$ cat src/rtl/pipeline_hazard_ctrl_if.sv
// -----------------------------------------------------------------------------
// pipeline_hazard_ctrl_if
//
// Purpose: bundles the pipeline-side hazard inputs and the stall/flush/mul-div
// status outputs of pipeline_hazard_ctrl into one interface.
//
// Modports:
//   master : pipeline side. Drives the ID/EX/MEM stage information and receives
//            the stall, flush and mul/div status.
//   slave  : the hazard controller. Consumes the stage information and drives
//            the stall, flush and mul/div status.
//
// Signals (stage suffix _D = ID, _E = EX, _M = MEM):
//   RsAddr_D, RtAddr_D   [4:0]  source registers of the ID-stage instruction
//   UsesRt_D                    ID-stage instruction reads rt
//   Branch_D, BranchTaken_D     conditional branch in ID and its compare result
//   Jump_D                      j/jal/jr in ID
//   MulDivOp_D                  HI/LO instruction in ID
//   RegDstAddr_E [4:0], RegWriteEN_E, MemRead_E, MulDivStart_E   EX-stage info
//   RegDstAddr_M [4:0], MemRead_M                                 MEM-stage info
//   StallF, StallD, FlushD, FlushE                                pipeline control
//   MulDivBusy, MulDivDone                                        mul/div status
//   StallCycles, FlushCount [31:0]   only with HAZARD_PERF_CNT_EN defined
// -----------------------------------------------------------------------------
interface pipeline_hazard_ctrl_if;
  logic [4:0]  RsAddr_D;
  logic [4:0]  RtAddr_D;
  logic        UsesRt_D;
  logic        Branch_D;
  logic        BranchTaken_D;
  logic        Jump_D;
  logic        MulDivOp_D;
  logic [4:0]  RegDstAddr_E;
  logic        RegWriteEN_E;
  logic        MemRead_E;
  logic        MulDivStart_E;
  logic [4:0]  RegDstAddr_M;
  logic        MemRead_M;

  logic        StallF;
  logic        StallD;
  logic        FlushD;
  logic        FlushE;
  logic        MulDivBusy;
  logic        MulDivDone;
`ifdef HAZARD_PERF_CNT_EN
  logic [31:0] StallCycles;
  logic [31:0] FlushCount;
`endif

  modport master (
    output RsAddr_D, RtAddr_D, UsesRt_D, Branch_D, BranchTaken_D, Jump_D,
           MulDivOp_D, RegDstAddr_E, RegWriteEN_E, MemRead_E, MulDivStart_E,
           RegDstAddr_M, MemRead_M,
`ifdef HAZARD_PERF_CNT_EN
    input  StallCycles, FlushCount,
`endif
    input  StallF, StallD, FlushD, FlushE, MulDivBusy, MulDivDone
  );

  modport slave (
    input  RsAddr_D, RtAddr_D, UsesRt_D, Branch_D, BranchTaken_D, Jump_D,
           MulDivOp_D, RegDstAddr_E, RegWriteEN_E, MemRead_E, MulDivStart_E,
           RegDstAddr_M, MemRead_M,
`ifdef HAZARD_PERF_CNT_EN
    output StallCycles, FlushCount,
`endif
    output StallF, StallD, FlushD, FlushE, MulDivBusy, MulDivDone
  );
endinterface

$ cat src/rtl/pipeline_hazard_ctrl.sv
// -----------------------------------------------------------------------------
// pipeline_hazard_ctrl
//
// Purpose: central stall/flush controller for the 5-stage pipeline. Covers the
// hazards forwarding cannot resolve: load-use, branch/jump operands not yet
// available in ID, control flushes for taken branches and jumps, and occupancy
// of the multi-cycle HI/LO multiply/divide unit (tracked by a busy FSM).
//
// Ports:
//   clk    in   pipeline clock, rising edge
//   reset  in   synchronous, active-high reset
//   hz     slave modport of pipeline_hazard_ctrl_if (see that file)
//
// Parameters:
//   MD_LATENCY  cycles the mul/div unit is busy after a start (2..63)
//   CNT_W       busy counter width, 2**CNT_W must exceed MD_LATENCY
//
// Optional feature macro: HAZARD_PERF_CNT_EN
//   Adds saturating StallCycles / FlushCount counters on the interface.
//
// Stall and flush outputs are combinational; MulDivBusy/MulDivDone are
// registered FSM outputs.
// -----------------------------------------------------------------------------
module pipeline_hazard_ctrl #(
  parameter int MD_LATENCY = 32,
  parameter int CNT_W      = 6
) (
  input  logic                  clk,
  input  logic                  reset,
  pipeline_hazard_ctrl_if.slave hz
);

  typedef enum logic {
    IDLE    = 1'b0,
    MD_BUSY = 1'b1
  } md_state_e;

  localparam logic [CNT_W-1:0] LP_LOAD = CNT_W'(MD_LATENCY - 1);

  md_state_e        r_state;
  logic [CNT_W-1:0] r_count;
  logic             r_done;

  logic w_ld_use;
  logic w_br_haz;
  logic w_md_haz;
  logic w_stall;
  logic w_flush_d;

  // r0 is hard-wired to zero, so it never creates a dependency.
  function automatic logic reg_match(input logic [4:0] src, input logic [4:0] dst);
    return (src != 5'd0) && (src == dst);
  endfunction

  // ---------------------------------------------------------------------------
  // Hazard detection
  // ---------------------------------------------------------------------------
  assign w_ld_use = hz.MemRead_E &&
                    (reg_match(hz.RsAddr_D, hz.RegDstAddr_E) ||
                     (hz.UsesRt_D && reg_match(hz.RtAddr_D, hz.RegDstAddr_E)));

  // Branches compare in ID, so any producer still in EX, or a load still in
  // MEM, cannot be forwarded in time. The rt check is unconditional here since
  // branch/jr operand usage is not qualified by UsesRt_D.
  assign w_br_haz = (hz.Branch_D || hz.Jump_D) &&
                    ((hz.RegWriteEN_E &&
                      (reg_match(hz.RsAddr_D, hz.RegDstAddr_E) ||
                       reg_match(hz.RtAddr_D, hz.RegDstAddr_E))) ||
                     (hz.MemRead_M &&
                      (reg_match(hz.RsAddr_D, hz.RegDstAddr_M) ||
                       reg_match(hz.RtAddr_D, hz.RegDstAddr_M))));

  // The done cycle releases the stall early to line up with the unit's
  // write-back timing.
  assign w_md_haz = hz.MulDivOp_D && (r_state == MD_BUSY) && !r_done;

  assign w_stall   = w_ld_use || w_br_haz || w_md_haz;
  // An operand stall means the branch outcome is not trustworthy yet.
  assign w_flush_d = (hz.Jump_D || (hz.Branch_D && hz.BranchTaken_D)) && !w_stall;

  assign hz.StallF     = w_stall;
  assign hz.StallD     = w_stall;
  assign hz.FlushE     = w_stall;
  assign hz.FlushD     = w_flush_d;
  assign hz.MulDivBusy = (r_state == MD_BUSY);
  assign hz.MulDivDone = r_done;

  // ---------------------------------------------------------------------------
  // Mul/div busy FSM. r_done is precomputed one cycle ahead so it is high
  // exactly while r_count == 1 in MD_BUSY. A start seen while busy is ignored.
  // ---------------------------------------------------------------------------
  // NOTE: state registers use non-blocking assignments so every flop samples
  // the pre-edge values, independent of statement order.
  always_ff @(posedge clk) begin
    if (reset) begin
      r_state <= IDLE;
      r_count <= '0;
      r_done  <= 1'b0;
    end else begin
      case (r_state)
        IDLE: begin
          if (hz.MulDivStart_E) begin
            r_state <= MD_BUSY;
            r_count <= LP_LOAD;
            r_done  <= (LP_LOAD == CNT_W'(1));
          end
        end
        MD_BUSY: begin
          r_count <= r_count - CNT_W'(1);
          if (r_count == CNT_W'(1)) begin
            r_state <= IDLE;
            r_done  <= 1'b0;
          end else begin
            r_done  <= (r_count == CNT_W'(2));
          end
        end
        default: begin
          r_state <= IDLE;
          r_count <= '0;
          r_done  <= 1'b0;
        end
      endcase
    end
  end

`ifdef HAZARD_PERF_CNT_EN
  // ---------------------------------------------------------------------------
  // Saturating performance counters
  // ---------------------------------------------------------------------------
  logic [31:0] r_stall_cycles;
  logic [31:0] r_flush_count;

  always_ff @(posedge clk) begin
    if (reset) begin
      r_stall_cycles <= '0;
      r_flush_count  <= '0;
    end else begin
      if (w_stall && (r_stall_cycles != 32'hFFFF_FFFF))
        r_stall_cycles <= r_stall_cycles + 32'd1;
      if (w_flush_d && (r_flush_count != 32'hFFFF_FFFF))
        r_flush_count <= r_flush_count + 32'd1;
    end
  end

  assign hz.StallCycles = r_stall_cycles;
  assign hz.FlushCount  = r_flush_count;
`endif

endmodule

$ cat src/flat_wrapper.sv
// flat-port wrapper written by rule: the top's interface ports become plain ports
module pipeline_hazard_ctrl_flat 
#(
  parameter int MD_LATENCY = 32,
  parameter int CNT_W      = 6
)
  (clk, reset, hz_RsAddr_D, hz_RtAddr_D, hz_UsesRt_D, hz_Branch_D, hz_BranchTaken_D, hz_Jump_D, hz_MulDivOp_D, hz_RegDstAddr_E, hz_RegWriteEN_E, hz_MemRead_E, hz_MulDivStart_E, hz_RegDstAddr_M, hz_MemRead_M, hz_StallF, hz_StallD, hz_FlushD, hz_FlushE, hz_MulDivBusy, hz_MulDivDone);
  pipeline_hazard_ctrl_if hz_i ();
  input  logic clk;
  input  logic reset;
  input wire logic [$bits(hz_i.RsAddr_D)-1:0] hz_RsAddr_D;
  input wire logic [$bits(hz_i.RtAddr_D)-1:0] hz_RtAddr_D;
  input wire logic [$bits(hz_i.UsesRt_D)-1:0] hz_UsesRt_D;
  input wire logic [$bits(hz_i.Branch_D)-1:0] hz_Branch_D;
  input wire logic [$bits(hz_i.BranchTaken_D)-1:0] hz_BranchTaken_D;
  input wire logic [$bits(hz_i.Jump_D)-1:0] hz_Jump_D;
  input wire logic [$bits(hz_i.MulDivOp_D)-1:0] hz_MulDivOp_D;
  input wire logic [$bits(hz_i.RegDstAddr_E)-1:0] hz_RegDstAddr_E;
  input wire logic [$bits(hz_i.RegWriteEN_E)-1:0] hz_RegWriteEN_E;
  input wire logic [$bits(hz_i.MemRead_E)-1:0] hz_MemRead_E;
  input wire logic [$bits(hz_i.MulDivStart_E)-1:0] hz_MulDivStart_E;
  input wire logic [$bits(hz_i.RegDstAddr_M)-1:0] hz_RegDstAddr_M;
  input wire logic [$bits(hz_i.MemRead_M)-1:0] hz_MemRead_M;
  output wire logic [$bits(hz_i.StallF)-1:0] hz_StallF;
  output wire logic [$bits(hz_i.StallD)-1:0] hz_StallD;
  output wire logic [$bits(hz_i.FlushD)-1:0] hz_FlushD;
  output wire logic [$bits(hz_i.FlushE)-1:0] hz_FlushE;
  output wire logic [$bits(hz_i.MulDivBusy)-1:0] hz_MulDivBusy;
  output wire logic [$bits(hz_i.MulDivDone)-1:0] hz_MulDivDone;
  assign hz_i.RsAddr_D = hz_RsAddr_D;
  assign hz_i.RtAddr_D = hz_RtAddr_D;
  assign hz_i.UsesRt_D = hz_UsesRt_D;
  assign hz_i.Branch_D = hz_Branch_D;
  assign hz_i.BranchTaken_D = hz_BranchTaken_D;
  assign hz_i.Jump_D = hz_Jump_D;
  assign hz_i.MulDivOp_D = hz_MulDivOp_D;
  assign hz_i.RegDstAddr_E = hz_RegDstAddr_E;
  assign hz_i.RegWriteEN_E = hz_RegWriteEN_E;
  assign hz_i.MemRead_E = hz_MemRead_E;
  assign hz_i.MulDivStart_E = hz_MulDivStart_E;
  assign hz_i.RegDstAddr_M = hz_RegDstAddr_M;
  assign hz_i.MemRead_M = hz_MemRead_M;
  assign hz_StallF = hz_i.StallF;
  assign hz_StallD = hz_i.StallD;
  assign hz_FlushD = hz_i.FlushD;
  assign hz_FlushE = hz_i.FlushE;
  assign hz_MulDivBusy = hz_i.MulDivBusy;
  assign hz_MulDivDone = hz_i.MulDivDone;
  pipeline_hazard_ctrl #(.MD_LATENCY(MD_LATENCY), .CNT_W(CNT_W)) u_core (.clk(clk), .reset(reset), .hz(hz_i));
endmodule
$ cat config.mk
export PLATFORM = sky130hd
export DESIGN_NAME = pipeline_hazard_ctrl_flat
export DESIGN_NICKNAME = d
export VERILOG_FILES = /design/src/rtl/pipeline_hazard_ctrl_if.sv /design/src/rtl/pipeline_hazard_ctrl.sv /design/src/flat_wrapper.sv
export SDC_FILE = /design/constraint.sdc
export NUM_CORES = 1
export LEC_CHECK = 0
export CORE_ASPECT_RATIO = 0.9
export CORE_MARGIN = 4
export CORE_UTILIZATION = 35
export CTS_CLUSTER_SIZE = 16
export DETAILED_ROUTE_END_ITERATION = 7
export MAX_ROUTING_LAYER = met4
export PLACE_DENSITY = 0.74
export REMOVE_ABC_BUFFERS = 1
export SYNTH_ARGS = -nofsm -noshare
export SYNTH_HDL_FRONTEND = slang
export SYNTH_SLANG_ARGS = --single-unit
$ cat constraint.sdc
create_clock -name clk -period 1.8 [get_ports clk]
set_clock_uncertainty 0.05 [all_clocks]
set_input_delay 0.36 -clock clk [delete_from_list [all_inputs] [get_ports clk]]
set_output_delay 0.36 -clock clk [all_outputs]
set_load 0.005 [all_outputs]
## Yosys cells after proc, flatten, opt, wreduce, memory -nomap -nowiden

Cells that the tools add are included.

- $add $sub $neg: 1
- Equal/unequal tests: 7
- Multiplexer cells: 8
- Bitwise gates (word level): 1
- Reduce and logical (&&, ||, !) cells: 25

Operator list:

| cell | number |
|---|---|
| $eq 5x5->1 | 4 |
| $logic_and 1x1->1 | 13 |
| $pmux 6 s2 | 1 |
| $reduce_bool 5->1 | 2 |
| $logic_or 1x1->1 | 8 |
| $eq 6x1->1 const B | 1 |
| $eq 6x2->1 const B | 1 |
| $mux 6 | 1 |
| $sub 6x1->6 const B | 1 |
| $mux 1 | 4 |
| $pmux 1 s2 | 2 |
| $logic_not 1->1 | 2 |
| $ne 2x2->1 const B | 1 |
| $not 1->1 | 1 |

- Bits in registers: 8
- Input bits: 31
- Output and inout port bits: 6
- Logic and storage cells: 45

## Longest topological paths before layout

Gate-level depths: netlist of the first run.

- Depth after elaboration: 10
- Gate-level depth with buffers: 6
- Gate-level depth less buffers: 6

## Least setup slack after synthesis of the first run

OpenSTA, ideal clock, no wires.

- Path type: in2out
- Start point: input port hz_RsAddr_D[1]
- End point: output port hz_StallD
- Arrival time: 1.537 ns
- Data required time: 1.390 ns
- Path slack: -0.147 ns
- Cell stages on the path: 6
- Buffers on the path: 1
- Cell sequence: or4_4 o211ai_1 o22ai_1 nand3b_1 o211ai_1 buf_4

- Word-level cells in the longest chain between the ends: 8
- Elaborated cells between the ends (all ways): 15
- Those cells by class: 2 x eq/ne; 13 x reduce/logical

RTL lines:

| element | RTL line | source |
|---|---|---|
| from (decl) | flat_wrapper.sv:11 | `input wire logic [$bits(hz_i.RsAddr_D)-1:0] hz_RsAddr_D;` |
| $eq 5x5->1 / $reduce_bool 5->1 (equally long branches) | pipeline_hazard_ctrl.sv:52 | `return (src != 5'd0) && (src == dst);` |
| $logic_and 1x1->1 | pipeline_hazard_ctrl.sv:52 |  |
| $logic_or 1x1->1, on equally long branches | pipeline_hazard_ctrl.sv:67, pipeline_hazard_ctrl.sv:70 |  |
| $logic_and 1x1->1, on equally long branches | pipeline_hazard_ctrl.sv:66, pipeline_hazard_ctrl.sv:69 |  |
| $logic_or 1x1->1 | pipeline_hazard_ctrl.sv:68 | `reg_match(hz.RtAddr_D, hz.RegDstAddr_E))) \|\|` |
| $logic_and 1x1->1 | pipeline_hazard_ctrl.sv:65 | `assign w_br_haz = (hz.Branch_D \|\| hz.Jump_D) &&` |
| $logic_or 1x1->1 * (2 in series) | pipeline_hazard_ctrl.sv:77 | `assign w_stall = w_ld_use \|\| w_br_haz \|\| w_md_haz;` |
| to (decl) | flat_wrapper.sv:25 | `output wire logic [$bits(hz_i.StallD)-1:0] hz_StallD;` |

Mark *: on every way between the ends. The rest lies on a longest branch, timed or not.

## Final worst setup path of the first run

- Start point: input port hz_RtAddr_D[0]
- End point: output port hz_FlushE

- Word-level cells in the longest chain between the ends: 8
- Elaborated cells between the ends (all ways): 16
- Those cells by class: 2 x eq/ne; 14 x reduce/logical

RTL lines:

| element | RTL line | source |
|---|---|---|
| from (decl) | flat_wrapper.sv:12 | `input wire logic [$bits(hz_i.RtAddr_D)-1:0] hz_RtAddr_D;` |
| $eq 5x5->1 / $reduce_bool 5->1 (equally long branches) | pipeline_hazard_ctrl.sv:52 |  |
| $logic_and 1x1->1 | pipeline_hazard_ctrl.sv:52 |  |
| $logic_or 1x1->1, on equally long branches | pipeline_hazard_ctrl.sv:67, pipeline_hazard_ctrl.sv:70 |  |
| $logic_and 1x1->1, on equally long branches | pipeline_hazard_ctrl.sv:66, pipeline_hazard_ctrl.sv:69 |  |
| $logic_or 1x1->1 | pipeline_hazard_ctrl.sv:68 |  |
| $logic_and 1x1->1 | pipeline_hazard_ctrl.sv:65 |  |
| $logic_or 1x1->1 * (2 in series) | pipeline_hazard_ctrl.sv:77 |  |
| to (decl) | flat_wrapper.sv:27 | `output wire logic [$bits(hz_i.FlushE)-1:0] hz_FlushE;` |

Marks and branches as above.

==> results of run 1 <==
[repair_timing]
action | 4_1_cts | 5_1_grt
resized for setup | 65 | 2
setup endpoints to repair | 4 | 4
setup buffers | 1 | 0
pin swaps | 10 | 5
[how the worst max path moves through the flow]
stage,start,to,slack (ns),cells after the start
3_3_place_gp,hz_RtAddr_D[0],hz_FlushD,-1.00,7
6_report,hz_RtAddr_D[0],hz_FlushE,-0.36,7
5_1_grt,hz_RtAddr_D[0],hz_StallF,-0.45,7
4_1_cts,hz_RtAddr_D[0],hz_FlushE,-0.36,7
3_5_place_dp,hz_RtAddr_D[0],hz_FlushD,-1.13,7
2_1_floorplan,hz_RsAddr_D[1],hz_FlushD,-0.03,5
[cells in the mapped netlist]
master | count | share of area [%]
xnor2_1 | 18 | 21
nor2_1 | 9 | 4.6
dfxtp_1 | 8 | 22
inv_1 | 5 | 2.5
nor3_1 | 5 | 3.4
nand2_1 | 4 | 2.0
nand3_1 | 4 | 2.7
a211oi_1 | 3 | 3.1
ha_1 | 3 | 5.1
o211ai_1 | 3 | 3.1
a21oi_1 | 2 | 1.4
a311oi_1 | 2 | 2.4
buf_4 | 2 | 2.0
mux2_2 | 2 | 3.1
nand3b_1 | 2 | 2.0
nand4_1 | 2 | 1.7
nor4_1 | 2 | 1.7
o21ai_0 | 2 | 1.4
or4_4 | 2 | 3.1
xor2_1 | 2 | 2.4
a21o_1 | 1 | 1.0
a31oi_1 | 1 | 0.85
a32oi_1 | 1 | 1.2
and4_1 | 1 | 1.2
buf_1 | 1 | 0.51
clkbuf_1 | 1 | 0.51
nor2_4 | 1 | 1.5
o21ai_1 | 1 | 0.68
o22ai_1 | 1 | 0.85
o31ai_1 | 1 | 1.0
[registers in the layout, summed over array words and instances, names as in the netlist]
name	flops
u_core.r_count	6
u_core.hz.MulDivBusy	1
u_core.hz.MulDivDone	1
[metal layers]
layer	up-vias	routed length [microns]
li1	431	-
met1	415	1046
met2	30	1359
met3	6	101
met4	0	47
met5	-	0
[power by group]
group	internal (mW)	switching, mW	leakage, nW
registers	0.193	0.0168	0.0665
logic	0.145	0.119	0.435
clock network	0.0767	0.0668	0.0138
total	0.415	0.202	0.515
[worst max-delay path, stage by stage]
cell and delay [ns]:
buf_8 0.09, or4_4 0.53, o211ai_1 0.26, o22ai_2 0.13, nand3b_1 0.10, o211ai_1 0.12
buf_2 0.16
[through the flow]
step	util, %	std cells	setup slack (ns)
floorplan	-	88	-0.02537
global placement	62.05	163	-1.003
detailed placement	62.05	163	-1.126
CTS	62.63	167	-0.3605
global route	62.88	167	-0.4515
finish	62.88	167	-0.3560
[area by class of cell]
| class | count | area (sq um) | area share (%) |
|---|---|---|---|
| multi-input cells | 75 | 568.0 | 46.28 |
| repair buffers | 51 | 426.7 | 34.76 |
| clock buffers | 3 | 22.52 | 1.835 |
| inverters | 5 | 18.77 | 1.529 |
| well taps | 25 | 31.28 | 2.548 |
| flip-flops and latches | 8 | 160.2 | 13.05 |
[cell families after synthesis]
| logic type | after synthesis | synth area share, % |
|---|---|---|
| AO/OA/AOI/OAI | 18 | 16.81 |
| XOR/XNOR | 20 | 23.77 |
| adder cells (fa/ha/maj) | 3 | 5.094 |
| buffers and inverters | 9 | 5.601 |
| flip-flops | 8 | 21.73 |
| multiplexers | 2 | 3.056 |
| AND/OR/NAND/NOR | 32 | 23.94 |
==> results.sh, run 1 <==
export IMPL_ioPinCount=37
export IMPL_dieArea_sq_mm=0.002905
export IMPL_vias=882
export IMPL_reg2regPathDepth=5
export IMPL_endpoint_kind="output port"
export IMPL_use_met3_pct=2.481
export IMPL_hold_path_cell_count=1
export IMPL_grt_pass1_wl_microns=3939
export IMPL_max_cap_viol_count=0
export IMPL_drv_slew=0
export IMPL_grt_pass1_vias=863
export IMPL_ir_worst_vdd_v=0.0004661
export IMPL_busiest_layer="met2"
export IMPL_synth_cells=92
export IMPL_hpwl_microns=2028
export IMPL_rsz0062_at_grt="yes"
export IMPL_cts_root_buf="clkbuf_4"
export IMPL_cts_buffer_depth=2
export IMPL_ctsHoldBuffers=0
export IMPL_r2r_end="u_core.r_count[5]"
export IMPL_crit_type="in2out"
export IMPL_synth_avg_cell_area_sq_um=8.010
export IMPL_seq_area_frac_synth_pct=21.73
export IMPL_pwr_density_cell_mw_per_mm2=502.5
export IMPL_hold_class="reg2reg"
export IMPL_yosys_warnings=0
export IMPL_port_buffers=36
export IMPL_final_cell_mix="16 x xnor2_1, 15 x buf_4, 12 x clkdlybuf4s50_1"
export IMPL_drc=0
export IMPL_antenna_found_initial=0
export IMPL_die_h_microns=51.53
export IMPL_first_pass_iters=5
export IMPL_grt_max_degree=15
export IMPL_drt_iter0_markers=20
export IMPL_fmax_mhz=463.8
export IMPL_min_to="u_core.r_count[3]"
export IMPL_grt_use_met1_pct=19.91
export IMPL_ys_seq_elements=8
export IMPL_netlist_area_sq_um=737.0
export IMPL_fin_total_pwr_uw=616.8
export IMPL_drive_gt1_share_pct=27.46
export IMPL_fin_crit_ns=2.156
export IMPL_final_setup_tns_ns=-1.393
export IMPL_crit_fanout=3
export IMPL_ant_nets=0
export IMPL_nNetsFinal=178
export IMPL_cts_buffers=3
export IMPL_final_common_cell="xnor2_1"
export IMPL_clkSinkCount=8
export IMPL_core_area_sq_mm=0.001952
export IMPL_crit_arrival_ns=1.75
export IMPL_ff2ff_setup_slack_ns=0.44
export IMPL_worstMarginPinSlew_ns=0.3010
export IMPL_cp_required_ns=1.39
export IMPL_yosysUniqueCellTypes=30
export IMPL_status="finished, violations left"
export IMPL_track_usage_pct=17.79
export IMPL_p_leak_nw=0.5153
export IMPL_hold_violations=0
export IMPL_initial_core_util_pct=37.76
export IMPL_routed_wirelength_microns=2555
export IMPL_whs_ns=0.4431
export IMPL_min_from="u_core.r_count[3]"
export IMPL_vias_per_cell=5.281
export IMPL_gr_total_overflow=0
export IMPL_layout_area_overhead_vs_synth_pct=66.55
export IMPL_fill_cells=186
export IMPL_gp_congestion=0.8079
export IMPL_rows=15
export IMPL_reg2reg_from="u_core.hz.MulDivBusy"
export IMPL_die_w_microns=56.37
export IMPL_cts_tree="built"
export IMPL_fin_ws_ns=-0.3560
export IMPL_violations="negative setup slack"
export IMPL_htree_levels=1
export IMPL_insertion_delay_ns=0.26
export IMPL_num_antenna_cells=0
export IMPL_setup_viol=4
export IMPL_path_clk_slew_ns=0.05
export IMPL_finalInstanceArea_sq_mm=0.001227
export IMPL_use_met2_pct=32.49
export IMPL_placedInstanceArea_sq_mm=0.001211
export IMPL_relSlewSlack_pct=79.87
export IMPL_fin_crit_sh_pct=119.8
export IMPL_start_kind="primary input"
export IMPL_avgRoutedWirePerCell_microns=15.30
Note: power is estimated with default switching activity, not from simulation.
==> run 2: changes to the inputs <==
- CORE_UTILIZATION: 35 -> 50
- DONT_BUFFER_PORTS: unset -> 1
- PLACE_DENSITY: 0.74 -> 0.68
==> run 2 against run 1 <==
The run still ends with negative setup slack left. Global-route usage shrank 2.7 points. Register-to-register slack lost 0.05 ns. Critical endpoint is now hz_StallD. Highest routed layer is now met3. Critical path depth shrank 2. Setup slack gained 0.26 ns. Worst hold slack lost 0.32 ns. Largest cell class unchanged. Wire length shrank 36%.
==> results.sh, run 2 (synthesis gave the netlist of run 1 again) <==
export IMPL_status="finished, violations left"
export IMPL_violations="negative setup slack"
export IMPL_fin_crit_ns=1.898
export IMPL_dpl_worst_slack_ns=-0.1170
export IMPL_grt_max_degree=14
export IMPL_drc=0
export IMPL_port_buffers=0
export IMPL_fmax_mhz=526.8
export IMPL_crit_arrival_ns=1.49
export IMPL_drt_iter0_markers=6
export IMPL_cts_buffer_depth=2
export IMPL_setup_viol=4
export IMPL_max_cap_viol_count=0
export IMPL_final_cells=106
export IMPL_hold_class="in2reg"
export IMPL_dieArea_sq_mm=0.002153
export IMPL_num_antenna_cells=0
export IMPL_largest_register_ffs=6
export IMPL_cts_root_buf="clkbuf_4"
export IMPL_final_util_pct=59.20
export IMPL_insertion_delay_ns=0.25
export IMPL_antenna_found_initial=0
export IMPL_avgRoutedWirePerCell_microns=15.42
export IMPL_crit_fanout=3
export IMPL_top_register="u_core.r_count"
export IMPL_ir_worst_vdd_v=0.0006807
export IMPL_min_from="reset"
export IMPL_htree_levels=1
export IMPL_start_kind="primary input"
export IMPL_path_clk_slew_ns=0.05
export IMPL_min_to="u_core.r_count[4]"
export IMPL_dr_wl_met3_microns=193
export IMPL_drive_gt1_share_pct=11.96
export IMPL_fin_ws_ns=-0.09837
export IMPL_pwr_density_cell_mw_per_mm2=624.8
export IMPL_grt_pass1_wl_microns=2553
export IMPL_rsz0062_at_grt="yes"
export IMPL_wl_met2_microns=655
export IMPL_ant_nets=0
export IMPL_relSlewSlack_pct=73.56
export IMPL_drv_slew=0
export IMPL_hold_path_cell_count=1
export IMPL_core_area_sq_mm=0.001306
export IMPL_r2r_end="u_core.r_count[5]"
export IMPL_place_inst=103
export IMPL_worstMarginPinSlew_ns=0.3948
export IMPL_grt_pass1_vias=611
export IMPL_vias=645
export IMPL_crit_type="in2out"
export IMPL_gr_total_overflow=0
export IMPL_routed_wirelength_microns=1634
export IMPL_ff2ff_setup_slack_ns=0.39
export IMPL_final_common_cell="xnor2_1"
export IMPL_rows=12
export IMPL_gp_congestion=0.7717
export IMPL_whs_ns=0.1201
export IMPL_nNetsFinal=128
export IMPL_fin_crit_sh_pct=105.5
export IMPL_layout_area_overhead_vs_synth_pct=4.924
export IMPL_reg2regPathDepth=5
export IMPL_vias_per_cell=6.085
export IMPL_p_leak_nw=0.2548
export IMPL_track_usage_pct=15.09
export IMPL_hold_violations=0
export IMPL_hpwl_microns=1386
export IMPL_cp_required_ns=1.39
export IMPL_die_w_microns=48.47
export IMPL_reg2reg_from="u_core.r_count[2]"
export IMPL_placedInstanceArea_sq_um=739.5
export IMPL_cts_tree="built"
export IMPL_finalInstanceArea_sq_um=773.2
export IMPL_topRoutingLayerUsed="met3"
export IMPL_final_cell_mix="18 x xnor2_1, 9 x nor2_1, 8 x dfxtp_1"
export IMPL_endpoint_kind="output port"
export IMPL_ioPinCount=37
export IMPL_die_h_microns=44.42
export IMPL_post_cts_buffers=0
export IMPL_clkSinkCount=8
export IMPL_cts_buffers=3
export IMPL_initial_core_util_pct=56.42
export IMPL_first_pass_iters=4
export IMPL_wl_met1_microns=784
## run 2: area by class of cell
type | instances | area, sq um
well taps | 14 | 17.52
repair buffers | 1 | 7.507
multi-input cells | 75 | 546.8
fillers | 126 | 533.0
clock buffers | 3 | 22.52
inverters | 5 | 18.77
flip-flops and latches | 8 | 160.2
## run 2: report_power, final
group / switching [mW] / leakage, nW / internal, mW / total (mW)
clock: 0.0587 / 0.0138 / 0.0761 / 0.135
sequential: 0.0164 / 0.0665 / 0.193 / 0.209
combinational: 0.0667 / 0.175 / 0.0720 / 0.139
## run 2: worst max-delay path: stages
cell,delay [ns]
or4_4,0.54
o211ai_1,0.19
o22ai_1,0.12
nand3b_1,0.10
o211ai_1,0.18
## run 2: worst max-delay path by stage
| stage | from | end | cells after the start |
|---|---|---|---|
| after floorplan | hz_RsAddr_D[1] | hz_FlushD | 5 |
| after global placement | hz_RtAddr_D[0] | hz_FlushD | 5 |
| after detailed placement | hz_RsAddr_D[1] | hz_StallD | 5 |
| after CTS | hz_RsAddr_D[1] | hz_StallD | 5 |
| after global routing | hz_RsAddr_D[1] | hz_StallD | 5 |
| final | hz_RsAddr_D[1] | hz_StallD | 5 |
## run 2: metal layers
| metal | vias to the layer above | GRT usage, % |
|---|---|---|
| li1 | 333 | - |
| met1 | 279 | 21.29 |
| met2 | 33 | 19.79 |
| met3 | 0 | 8.081 |
| met4 | 0 | 0 |
| met5 | - | - |
## run 2: stage by stage
stage / power [mW] / TNS (ns)
2_1_floorplan: 0.3231 / -0.07473
3_3_place_gp: 0.3452 / -0.3233
3_5_place_dp: 0.3479 / -0.4488
4_1_cts: 0.4868 / -0.4547
5_1_grt: 0.5179 / -0.6987
6_report: 0.4831 / -0.3879
## run 2: repair_timing
action / CTS / global route
hold buffers: 0 / 0
hold endpoints to repair: 0 / 0
endpoints found under the setup margin: 4 / 4
gates resized for setup: 0 / 2
pin swaps: 1 / 1
==> run 3: changes to the inputs <==
- SKIP_LAST_GASP: unset -> 1
==> run 3 against run 2 <==
Fmax is 0.16% lower. Design area is 0.65% lower. Setup slack worse by 0.0031 ns. The flow still finishes with violations (negative setup slack). Clock power hardly changed.
==> results.sh, run 3 (synthesis gave the netlist of run 1 again) <==
export IMPL_clockPowerShare_pct=28.0
export IMPL_final_common_cell="xnor2_1"
export IMPL_fill_cells=127
export IMPL_power_frac_seq_pct=43.5
export IMPL_vias_per_cell=6.094
export IMPL_crit_arrival_ns=1.49
export IMPL_htree_levels=1
export IMPL_rows=12
export IMPL_multi_input_area_sq_um=541.8
export IMPL_nNetsFinal=128
export IMPL_cts_buffer_depth=2
export IMPL_placedInstanceArea_sq_um=739.5
export IMPL_drc=0
export IMPL_top_register="u_core.r_count"
export IMPL_layout_area_seq_sq_um=160.2
export IMPL_p_sw_share_pct=29.22
export IMPL_reg2reg_from="u_core.r_count[2]"
export IMPL_initial_core_util_pct=56.42
export IMPL_core_area_sq_mm=0.001306
export IMPL_max_cap_viol_count=0
export IMPL_cp_endpoint="hz_StallD"
export IMPL_r2r_end="u_core.r_count[5]"
export IMPL_cts_root_buf="clkbuf_4"
export IMPL_port_buffers=0
export IMPL_avgRoutedWirePerCell_microns=15.39
export IMPL_ir_worst_vdd_v=0.0006796
export IMPL_cp_startpoint="hz_RsAddr_D[1]"
export IMPL_hold_class="in2reg"
export IMPL_cp_required_ns=1.39
export IMPL_ant_nets=0
export IMPL_fin_crit_ns=1.901
export IMPL_fin_crit_sh_pct=105.6
export IMPL_status="finished, violations left"
export IMPL_first_pass_iters=4
export IMPL_dpl_worst_slack_ns=-0.1170
export IMPL_cts_buffers=3
export IMPL_fin_total_pwr_uw=481.5
export IMPL_p_leak_nw=0.2529
export IMPL_setup_viol=4
export IMPL_violations="negative setup slack"
export IMPL_path_clk_slew_ns=0.05
export IMPL_endpoint_kind="output port"
export IMPL_die_h_microns=44.42
export IMPL_cts_tree="built"
export IMPL_ff2ff_setup_slack_ns=0.40
export IMPL_fmax_mhz=525.9
export IMPL_grt_pass1_vias=611
export IMPL_gr_total_overflow=0
export IMPL_finalInstanceArea_sq_um=768.2
export IMPL_ioPinCount=37
export IMPL_grt_max_degree=14
export IMPL_routed_wirelength_microns=1631
export IMPL_vias=646
export IMPL_gp_congestion=0.7717
export IMPL_fin_ws_ns=-0.1014
export IMPL_layout_area_overhead_vs_synth_pct=4.244
export IMPL_track_usage_pct=15.09
export IMPL_insertion_delay_ns=0.25
export IMPL_num_antenna_cells=0
export IMPL_worstMarginPinSlew_ns=0.3948
export IMPL_hold_violations=0
export IMPL_largest_register_ffs=6
export IMPL_drive_gt1_share_pct=10.87
export IMPL_antenna_found_initial=0
export IMPL_post_cts_buffers=0
export IMPL_power_switching_uw=140.7
export IMPL_crit_fanout=3
export IMPL_rsz0062_at_grt="yes"
export IMPL_drv_slew=0
export IMPL_final_cell_mix="18 x xnor2_1, 9 x nor2_1, 8 x dfxtp_1"
export IMPL_clkSinkCount=8
export IMPL_relSlewSlack_pct=73.56
export IMPL_whs_ns=0.1205
export IMPL_power_internal_uw=340.8
export IMPL_start_kind="primary input"
export IMPL_power_frac_comb_pct=28.5
export IMPL_drt_iter0_markers=7
export IMPL_reg2regPathDepth=5
export IMPL_die_w_microns=48.47
export IMPL_hpwl_microns=1386
export IMPL_pwr_density_cell_mw_per_mm2=626.7
export IMPL_grt_pass1_wl_microns=2553
export IMPL_dieArea_sq_mm=0.002153
export IMPL_crit_type="in2out"
run 3: changes by cell type in the layout (fill, tap and decap cells not counted):
cell | before | now
o31ai_2 | 1 | 0
o31ai_1 | 0 | 1
run 3: worst min path at each step:
stage,from,endpoint,slack (ns),cells past startpoint
after floorplan,reset,u_core.r_count[5],0.38,1
after global placement,reset,u_core.r_count[5],0.38,1
after detailed placement,reset,u_core.hz.MulDivDone,0.39,1
after CTS,reset,u_core.hz.MulDivDone,0.11,1
after global routing,reset,u_core.r_count[3],0.11,1
final,reset,u_core.r_count[4],0.12,1
run 3: cell type report:
class                      count  share of cell area, %
tap                           14                  2.280
clock buffer                   3                  2.932
multi-input combinational     75                  70.52
timing repair buffer           1                 0.9772
sequential                     8                  20.85
inverter                       5                  2.443
run 3: worst max-delay path, cell delays in order:
cell,delay (ns)
or4_4,0.54
o211ai_1,0.19
o22ai_1,0.12
nand3b_1,0.10
o211ai_1,0.18
run 3: metal layers:
metal	wire (microns)	GRT usage, %	share of wire, %	up-vias
li1	-	-	-	331
met1	775	21.29	48	281
met2	657	19.79	40	34
met3	198	8.081	12	0
met4	0	0	0	0
met5	0	-	0	-
run 3: repair_timing:
item	CTS	global route
resized for setup	0	1
hold buffers	0	0
pin swaps	1	1
setup endpoints to repair	4	4
run 3: per-stage QoR:
stage,instances,TNS [ns],utilization (%)
2_1_floorplan,88,-0.07473,-
3_3_place_gp,103,-0.3233,56.61
3_5_place_dp,103,-0.4488,56.61
4_1_cts,106,-0.4547,58.33
5_1_grt,106,-0.6987,58.81
6_report,106,-0.4001,58.81
run 3: power groups by stage:
| stage | sequential (mW) | combinational, mW | clock [mW] |
|---|---|---|---|
| final | 0.209 | 0.137 | 0.135 |
| after global routing | 0.212 | 0.155 | 0.150 |
| after CTS | 0.209 | 0.137 | 0.141 |
| after detailed placement | 0.213 | 0.135 | 0 |
| after global placement | 0.212 | 0.133 | 0 |
| after floorplan | 0.213 | 0.110 | 0 |
